===== config.mk =====
export PLATFORM = sky130hd
export DESIGN_NAME = pipeline_ctrl
export DESIGN_NICKNAME = d
export VERILOG_FILES = /design/src/rtl/control_pkg.sv /design/src/rtl/fetch_seq.sv /design/src/rtl/pipeline_ctrl.sv
export SDC_FILE = /design/constraint.sdc
export NUM_CORES = 1
export LEC_CHECK = 0
export CAP_MARGIN = 10
export CORE_MARGIN = 4
export CORE_UTILIZATION = 30
export CTS_CLUSTER_SIZE = 40
export DETAILED_ROUTE_END_ITERATION = 8
export PLACE_DENSITY_LB_ADDON = 0.2
export SLEW_MARGIN = 10
export SYNTH_ARGS = -nofsm -noshare
export SYNTH_HDL_FRONTEND = slang
export SYNTH_SLANG_ARGS = --single-unit

===== constraint.sdc =====
create_clock -name clk -period 2.4 [get_ports clk]
set_clock_uncertainty 0.05 [all_clocks]
set_input_delay 0.24 -clock clk [delete_from_list [all_inputs] [get_ports clk]]
set_output_delay 0.24 -clock clk [all_outputs]
set_load 0.01 [all_outputs]

===== src/rtl/control_pkg.sv =====
// Shared types and helpers for the pipeline sequencer: fetch/dmem FSM states and PC arithmetic.
package control_pkg;

  localparam int unsigned XLEN = 32;

  typedef enum logic [1:0] {
    F_REQ,
    F_WAIT,
    F_HOLD,
    F_DISCARD
  } fetch_state_e;

  typedef enum logic {
    D_IDLE,
    D_WAIT
  } dmem_state_e;

  // Sequential successor; wraps at 2^32, no alignment check.
  function automatic logic [XLEN-1:0] pc_plus4(input logic [XLEN-1:0] pc);
    return pc + XLEN'(4);
  endfunction

endpackage


===== src/rtl/fetch_seq.sv =====
// Fetch sequencer: owns the PC, the single outstanding imem transaction and the
// one-entry hold buffer for responses IF/ID cannot take yet.
module fetch_seq
  import control_pkg::*;
#(
  parameter logic [31:0] RESET_PC = 32'h0000_0000
) (
  input  logic        clk,
  input  logic        rst_n,
  input  logic        advance,
  input  logic        redirect,
  input  logic [31:0] target,
  output logic        imem_req,
  output logic [31:0] imem_addr,
  input  logic        imem_gnt,
  input  logic        imem_rvalid,
  input  logic [31:0] imem_rdata,
  output logic [31:0] if_instr,
  output logic [31:0] if_pc,
  output logic        if_valid
);

  fetch_state_e    state_q, state_d;
  logic [XLEN-1:0] pc_q, pc_d;
  logic [XLEN-1:0] hold_q, hold_d;

  always_ff @(posedge clk) begin
    if (!rst_n) begin
      state_q <= F_REQ;
      pc_q    <= RESET_PC;
      hold_q  <= '0;
    end else begin
      state_q <= state_d;
      pc_q    <= pc_d;
      hold_q  <= hold_d;
    end
  end

  always_comb begin
    state_d   = state_q;
    pc_d      = pc_q;
    hold_d    = hold_q;
    imem_req  = 1'b0;
    imem_addr = rst_n ? pc_q : RESET_PC;
    if_valid  = 1'b0;
    if_instr  = hold_q;
    if_pc     = pc_q;
    if (rst_n) begin
      unique case (state_q)
        F_REQ: begin
          imem_req = 1'b1;
          if (redirect) begin
            pc_d    = target;
            state_d = imem_gnt ? F_DISCARD : F_REQ;
          end else if (imem_gnt) begin
            state_d = F_WAIT;
          end
        end
        F_WAIT: begin
          // A redirect retires the in-flight fetch; a same-cycle response is simply dropped.
          if (redirect) begin
            pc_d    = target;
            state_d = imem_rvalid ? F_REQ : F_DISCARD;
          end else if (imem_rvalid) begin
            if (advance) begin
              if_valid = 1'b1;
              if_instr = imem_rdata;
              pc_d     = pc_plus4(pc_q);
              state_d  = F_REQ;
            end else begin
              hold_d  = imem_rdata;
              state_d = F_HOLD;
            end
          end
        end
        F_HOLD: begin
          if (redirect) begin
            pc_d    = target;
            state_d = F_REQ;
          end else begin
            if_valid = 1'b1;
            if (advance) begin
              pc_d    = pc_plus4(pc_q);
              state_d = F_REQ;
            end
          end
        end
        F_DISCARD: begin
          if (redirect) begin
            pc_d = target;
          end
          if (imem_rvalid) begin
            state_d = F_REQ;
          end
        end
      endcase
    end
  end

endmodule


===== src/rtl/pipeline_ctrl.sv =====
// Pipeline sequencer top: dmem handshake tracking, freeze generation, merge of hazard
// requests into per-stage enables/flushes, and the saturating stall counter.
module pipeline_ctrl
  import control_pkg::*;
#(
  parameter logic [31:0] RESET_PC = 32'h0000_0000
) (
  input  logic        clk,
  input  logic        rst_n,
  input  logic        hz_stall_pc,
  input  logic        hz_stall_ifid,
  input  logic        hz_flush_ifid,
  input  logic        hz_flush_idex,
  input  logic [31:0] redirect_target,
  output logic        imem_req,
  output logic [31:0] imem_addr,
  input  logic        imem_gnt,
  input  logic        imem_rvalid,
  input  logic [31:0] imem_rdata,
  output logic [31:0] if_instr,
  output logic [31:0] if_pc,
  output logic        if_valid,
  input  logic        mem_req_valid,
  input  logic        mem_is_load,
  output logic        dmem_req,
  input  logic        dmem_gnt,
  input  logic        dmem_rvalid,
  output logic        en_ifid,
  output logic        en_idex,
  output logic        en_exmem,
  output logic        en_memwb,
  output logic        flush_ifid,
  output logic        flush_idex,
  output logic [31:0] stall_cycles
);

  dmem_state_e dstate_q, dstate_d;
  logic        freeze;
  logic        redirect;
  logic        advance;

  always_ff @(posedge clk) begin
    if (!rst_n) begin
      dstate_q     <= D_IDLE;
      stall_cycles <= '0;
    end else begin
      dstate_q <= dstate_d;
      if ((freeze || hz_stall_pc) && (stall_cycles != '1)) begin
        stall_cycles <= stall_cycles + XLEN'(1);
      end
    end
  end

  // Freeze overrides every hazard request; EX is held so the hazard unit repeats them.
  always_comb begin
    dstate_d   = dstate_q;
    freeze     = 1'b0;
    dmem_req   = 1'b0;
    en_ifid    = 1'b0;
    en_idex    = 1'b0;
    en_exmem   = 1'b0;
    en_memwb   = 1'b0;
    flush_ifid = 1'b0;
    flush_idex = 1'b0;
    redirect   = 1'b0;
    advance    = 1'b0;
    if (rst_n) begin
      unique case (dstate_q)
        D_IDLE: begin
          dmem_req = mem_req_valid;
          freeze   = mem_req_valid && !dmem_gnt;
          if (mem_req_valid && dmem_gnt && mem_is_load) begin
            dstate_d = D_WAIT;
          end
        end
        D_WAIT: begin
          freeze = !dmem_rvalid;
          if (dmem_rvalid) begin
            dstate_d = D_IDLE;
          end
        end
      endcase
      if (!freeze) begin
        en_idex    = 1'b1;
        en_exmem   = 1'b1;
        en_memwb   = 1'b1;
        en_ifid    = !hz_stall_ifid;
        flush_ifid = hz_flush_ifid;
        flush_idex = hz_flush_idex;
      end
      redirect = hz_flush_ifid && !freeze;
      advance  = en_ifid && !redirect && !hz_stall_pc;
    end
  end

  fetch_seq #(
    .RESET_PC(RESET_PC)
  ) u_fetch (
    .clk        (clk),
    .rst_n      (rst_n),
    .advance    (advance),
    .redirect   (redirect),
    .target     (redirect_target),
    .imem_req   (imem_req),
    .imem_addr  (imem_addr),
    .imem_gnt   (imem_gnt),
    .imem_rvalid(imem_rvalid),
    .imem_rdata (imem_rdata),
    .if_instr   (if_instr),
    .if_pc      (if_pc),
    .if_valid   (if_valid)
  );

endmodule


==> summary.txt, run 1 <==
Worst hold path
  – Worst min path class: in -> reg
  – Hold Path Stages: 4

Power
  – Switching power: 0.00126 W
  – Clk pwr share: between 30% and 40%
  – Switch share: 29.3%
  – Comb power frac: 25.1%
  – Sequential Power Share: 42.0%
  – Maximum VDD drop: 0.299 mV
  – Final total power: 0.00431 W
  – Power Density: 494 mW/mm^2
  – LEAKAGE: 3.27 nW
  – Cell-internal power: just over 0.003 W

Synth
  – Post-synth EDFFs: 0
  – Mapped Nets: 795
  – Async SR Flop Fraction: 0%
  – Synth area leaders: dfxtp_1 (35%), nand2_1 (7.6%), mux2_2 (6.8%)
  – Netlist cell types: 64
  – Mapped Avg Cell Area: 7.92 sq um
  – Post-synth top flop: dfxtp_1
  – Syn Std Cell Area: ~0.0056 sq mm
  – Yosys warns: 0
  – #FFs+latches synth: between 90 and 100
  – Synthesized instance count: 713
  – Sequential-to-total area share from yosys stat: a little over a third
  – Most area-hungry cell type in the Yosys netlist: dfxtp_1
  – Share of the synthesized area in the top cell type: 35.1%

Placement
  – HPWL after detailed placement: 14800 um
  – Area of placed instances: 0.00835 sq mm
  – Placed insts: 1165
  – GPL Wtd Cong: 0.804
  – Port-buffer cells: between 200 and 250

STA
  – Setup TNS: 0 ns
  – Final setup viols: 0
  – Tcrit/Tclk final: a little over nine tenths
  – Final hold vios: 0
  – Slew HR: 42.6%
  – Max-slew violation count: 0
  – F_max: 0.430 GHz
  – Final min period: ~2.3 ns
  – Worst Max-Slew Pin Slew: roughly 0.86 ns
  – Unrepaired setup endpoints after global routing: false

Global routing
  – Pin count of the biggest net entering global routing: 38
  – Gr usage total: 18.3%
  – Grt ovf: 0
  – Vias in the first global route: 5939
  – Initial antenna violation count: 0
  – Global-route wire length before repair: 32000 um

Route
  – Vias per cell: 5.27
  – Wirelength, routed: between 20000 and 25000 um
  – Drt first pass iters: 5
  – Remaining DRCs: 0
  – Via count: 6278
  – Routed len/inst: about 17 um
  – Post-DRT Antenna Nets: 0
  – DR iter-0 viols: 307

Status
  – Outcome: finished clean

Finish
  – Layout net count: 1040
  – Layout area overhead: 54.2%
  – Fillers: approximately 1800
  – Most common cell after layout, fill and taps aside: clkdlybuf4s50_1
  – Number of antenna diodes: 0
  – Final core utilization: between 40% and 50%
  – Commonest cells after routing, fill and taps aside: clkdlybuf4s50_1 (171), nand2_1 (113), dfxtp_1 (98), a21oi_1 (72), buf_4 (55)
  – Share of cells above drive strength 1: roughly 17%
  – Fin cells: around 1200
  – Final instance area: 0.00871 sq mm

Clock network
  – Max Buffers Root-to-Sink: 2
  – Root Driver: clkbuf_16
  – Clock-pin slew on the worst setup and hold paths: 0.07 ns
  – TritonCTS clock tree: built
  – H-tree depth: 3
  – Latest clock arrival within the worst-skew pair: 0.35 ns
  – Inserted Clock Buffers: 9
  – Clk sinks: between 90 and 100
  – Post-CTS Hold Buffers: 0

Floorplan
  – Rows: 49
  – Die ar.: 0.0211 sq mm
  – Chip height: 145 um
  – Starting density of the core: 30.9%
  – Ports: 213
  – CORE AREA: 0.0183 sq mm
  – Die width: 145 um

Setup path
  – CP arrival: 2.04 ns
  – Setup crit start kind: flop
  – CP max FO: 12
  – Crit end category: output port
  – Setup CP Type: reg -> out
  – FF-to-FF path depth: 6
  – Worst EP required: 2.11 ns

Job
  – MaxCap Viol Count: 0
-- power by group through the flow --
stage	clock [W]	combinational, W	sequential, W
2_1_floorplan	0	0.000481	0.00185
3_3_place_gp	0	0.00108	0.00184
3_5_place_dp	0	0.00108	0.00184
4_1_cts	0.00146	0.00108	0.00180
5_1_grt	0.00153	0.00117	0.00182
6_report	0.00142	0.00108	0.00181
-- Yosys cell counts (all sizes together), types with 10 or more instances --
library cell / instances
dfxtp: 99
or4: 11
nand2: 114
nand3: 26
or3: 15
mux2: 34
buf: 13
nor2: 33
and2: 30
clkbuf: 30
nor4: 11
a21oi: 72
nand4: 22
inv: 23
a22o: 15
o21ai: 28
nor3: 17
and4: 10
o31ai: 19
-- metrics by stage --
| stage | worst slack (ns) | hold WS, ns |
|---|---|---|
| after floorplan | 0.382 | 0.324 |
| after global placement | -0.227 | 0.395 |
| after detailed placement | -0.289 | 0.400 |
| after CTS | -0.0202 | 0.289 |
| after global routing | 0.0000955 | 0.323 |
| final | 0.0720 | 0.309 |
-- state kept, by name (all words and copies together) (netlist names) --
| signal | count |
|---|---|
| u_fetch.if_pc | 32 |
| stall_cycles | 32 |
| u_fetch.state_q | 2 |
| u_fetch.hold_q | 32 |
| dstate_q | 1 |
-- final cells by class --
cell class	count	area [sq um]	share of cell area, %
Clock buffer	13	260	2.99
Clock inverter	3	22.5	0.259
Inverter	23	86.3	0.991
Multi-Input combinational cell	548	3440	39.5
Sequential cell	99	1980	22.8
Tap cell	229	287	3.29
Timing Repair Buffer	277	2630	30.2
-- worst paths after layout --
check | slack, ns | start | to
worst min register to register | 0.41 | u_fetch.hold_q[18] | u_fetch.hold_q[18]
worst max register to register | 0.20 | u_fetch.state_q[0] | u_fetch.if_pc[31]
worst min-delay path | 0.31 | rst_n | stall_cycles[1]
worst max-delay path | 0.07 | dstate_q | if_instr[14]
-- layer usage --
| layer | wire length (um) | GRT usage (%) | up-vias | share of wire [%] |
|---|---|---|---|---|
| met3 | 864 | 3.46 | 19 | 4.3 |
| li1 | - | - | 3101 | - |
| met2 | 10000 | 31.7 | 158 | 50 |
| met4 | 341 | 5.94 | 0 | 1.7 |
| met5 | 0 | 0 | - | 0 |
| met1 | 8900 | 23.1 | 3000 | 44 |
-- cell families after synthesis --
family          Yosys count  share of synthesized area [%]
simple gates            315                           28.9
buf+inv                  66                           4.89
mux                      37                           7.31
xor+xnor                  6                          0.930
fa+ha+maj                 6                           1.33
compound gates          184                           21.6
flops                    99                           35.1
-- worst max-delay path, cell delays in order, from the launching register on --
cell and delay, ns:
dfxtp_2 0.33, or3b_4 0.39, nand4_1 0.19, nor2_4 0.06
buf_4 0.16, buf_16 0.15, mux2_4 0.31, buf_6 0.12
-- timing repair --
| item | CTS | global route |
|---|---|---|
| gates cloned | 2 | 0 |
| resized for setup | 118 | 12 |
| setup endpoints to repair | 36 | 33 |
| pin swaps | 4 | 4 |
| setup buffers | 8 | 1 |
No activity file was read; power rests on OpenSTA's default activity.
==> inputs of run 2 (changes only) <==
- MAX_ROUTING_LAYER: not set -> met4
- REMOVE_ABC_BUFFERS: not set -> 1
==> summary.txt, run 2 (synthesis gave the netlist of run 1 again) <==
Finish
  – Share of cells above drive strength 1: 19.1% (was 17.1%)
  – Fillers: 1765 (was 1815)
  – Most common cell after layout, fill and taps aside: clkdlybuf4s50_1 (unchanged)
  – Layout net count: 1052 (was 1040)
  – Commonest cells after routing, fill and taps aside: clkdlybuf4s50_1 (172), nand2_1 (114), dfxtp_1 (98), a21oi_1 (72), buf_4 (69) (was clkdlybuf4s50_1 (171), nand2_1 (113), dfxtp_1 (98), a21oi_1 (72), buf_4 (55))
  – Final core utilization: 48.4% (was 47.7%)
  – Fin cells: 1205 (was 1192)
  – Layout area overhead: 56.5% (was 54.2%)

Power
  – Switch share: 28.4% (was 29.3%)
  – Final total power: 0.00446 W (was 0.00431 W)
  – Switching power: 0.00127 W (was 0.00126 W)
  – Cell-internal power: 0.00320 W (was 0.00305 W)
  – Maximum VDD drop: 0.331 mV (was 0.299 mV)
  – Comb power frac: 24.3% (was 25.1%)
  – LEAKAGE: 3.31 nW (was 3.27 nW)
  – Clk pwr share: 35.3% (was 32.9%)
  – Sequential Power Share: 40.4% (was 42.0%)
  – Power Density: 505 mW/mm^2 (was 494 mW/mm^2)

Floorplan
  – CORE AREA: 0.0183 sq mm (unchanged)
  – Die ar.: 0.0211 sq mm (unchanged)
  – Ports: 213 (unchanged)
  – Rows: 49 (unchanged)
  – Starting density of the core: 30.9% (unchanged)
  – Die width: 145 um (unchanged)
  – Chip height: 145 um (unchanged)

Setup path
  – CP max FO: 5 (was 12)
  – Setup crit start kind: flop (unchanged)
  – Worst EP required: 2.11 ns (about the same)
  – Crit end category: output port (unchanged)
  – Worst R2R Setup Slack: 0.25 ns (was 0.20 ns)
  – CP arrival: 2.01 ns (was 2.04 ns)
  – Reg-to-reg endpoint: stall_cycles[0] (was u_fetch.if_pc[31])
  – FF-to-FF path depth: 6 (unchanged)
  – Setup CP Type: reg -> out (unchanged)
  – RR Startpoint: stall_cycles[14] (was u_fetch.state_q[0])

Clock network
  – Clock-pin slew on the worst setup and hold paths: 0.07 ns (about the same)
  – Clk sinks: 99 (unchanged)
  – TritonCTS clock tree: built (unchanged)
  – Post-CTS Hold Buffers: 0 (unchanged)
  – Root Driver: clkbuf_16 (unchanged)
  – Max Buffers Root-to-Sink: 2 (unchanged)
  – Inserted Clock Buffers: 9 (unchanged)
  – Latest clock arrival within the worst-skew pair: 0.35 ns (about the same)
  – H-tree depth: 3 (unchanged)

Route
  – Remaining DRCs: 0 (unchanged)
  – Drt first pass iters: 5 (unchanged)
  – Vias per cell: 5.09 (was 5.27)
  – Routed len/inst: 16.7 um (was 16.9 um)
  – DR iter-0 viols: 378 (was 307)
  – Post-DRT Antenna Nets: 0 (unchanged)
  – Via count: 6133 (was 6278)
  – Wirelength, routed: 20200 um (was 20100 um)

Worst hold path
  – Worst min path class: in -> reg (unchanged)
  – Hold Path Stages: 3 (was 4)
  – Hold_sp: rst_n (unchanged)
  – Hold endpoint: stall_cycles[25] (was stall_cycles[1])

Placement
  – Port-buffer cells: 212 (unchanged)
  – GPL Wtd Cong: 0.803 (was 0.804)
  – HPWL after detailed placement: 14400 um (was 14800 um)
  – Placed insts: 1176 (was 1165)

STA
  – Unrepaired setup endpoints after global routing: false (unchanged)
  – Max-slew violation count: 0 (unchanged)
  – Tcrit/Tclk final: 96.0% (was 97.0%)
  – Final min period: 2.30 ns (was 2.33 ns)
  – Final setup viols: 0 (unchanged)
  – Worst Max-Slew Pin Slew: 0.496 ns (was 0.858 ns)
  – Slew HR: 66.9% (was 42.6%)
  – F_max: 0.434 GHz (was 0.430 GHz)
  – Final hold vios: 0 (unchanged)

Global routing
  – Vias in the first global route: 5790 (was 5939)
  – Global-route wire length before repair: 32300 um (was 32000 um)
  – Pin count of the biggest net entering global routing: 51 (was 38)
  – Gr usage total: 19.0% (was 18.3%)
  – Grt ovf: 0 (unchanged)
  – Initial antenna violation count: 1 (was 0)

Status
  – Outcome: finished clean (unchanged)

Job
  – MaxCap Viol Count: 0 (unchanged)
[run 2: cell count changes in the layout (fill, tap and decap cells not counted), sizes merged]
cell and change:
buf +15, bufinv +2, clkdlybuf4s15 +1, clkdlybuf4s50 +1, clkinv +2, diode +1
dlygate4sd2 -8, dlymetal6s2s -1
[run 2: layer usage]
layer	part of all wire (%)	global-route usage, %	vias to the layer above
met5	0	-	-
met4	1.7	5.89	0
met3	4.8	3.18	20
met2	45	28.6	182
met1	49	26.0	2818
li1	-	-	3113
[run 2: worst max-delay path by stage]
| stage | start | to | slack [ns] | cells after the start |
|---|---|---|---|---|
| floorplan | dstate_q | if_instr[0] | -0.40 | 4 |
| global placement | hz_flush_ifid | if_instr[28] | -0.25 | 7 |
| detailed placement | hz_stall_pc | if_valid | -0.36 | 8 |
| CTS | dstate_q | if_instr[4] | -0.01 | 8 |
| global route | dstate_q | flush_idex | 0.009 | 6 |
| finish | dstate_q | flush_idex | 0.1 | 6 |
[run 2: critical path, cell delays in order (launching register included)]
cell             delay (ns)
dfxtp_4                0.35
or3b_4                 0.37
buf_4                  0.14
nand3_1                0.10
inv_2                  0.08
and2_1                 0.15
clkdlybuf4s50_1        0.47
[run 2: what timing repair did]
item | CTS | global route
setup endpoints to repair | 37 | 36
resized for setup | 138 | 20
cloned | 3 | 0
setup buffers | 10 | 1
pin swaps | 3 | 0
[run 2: per-stage QoR]
step	hold WS [ns]	worst slack (ns)	TNS, ns	area, sq um
after floorplan	0.307	-0.401	-18.73	5460
final	0.292	0.0969	0	8840
after global routing	0.300	0.00931	0	8840
after global placement	0.394	-0.250	-8.52	8410
after CTS	0.275	-0.00968	-0.0258	8870
after detailed placement	0.396	-0.360	-11.70	8410
[run 2: final cells by class]
type | count | area [sq um] | share of cell area [%]
clock inverter | 7 | 92.6 | 1.05
timing repair buffer | 289 | 2720 | 30.8
inverter | 23 | 86.3 | 0.976
clock buffer | 9 | 225 | 2.55
sequential | 99 | 1990 | 22.5
multi-input combinational | 548 | 3440 | 38.9
tap | 229 | 287 | 3.24
antenna | 1 | 2.50 | 0.0283
[run 2: power by group through the flow]
stage	Sequential (W)	Clock, W	Combinational (W)
CTS	0.00180	0.00163	0.00108
global placement	0.00184	0	0.00108
global route	0.00182	0.00169	0.00118
finish	0.00180	0.00158	0.00108
detailed placement	0.00184	0	0.00108
floorplan	0.00185	0	0.000443
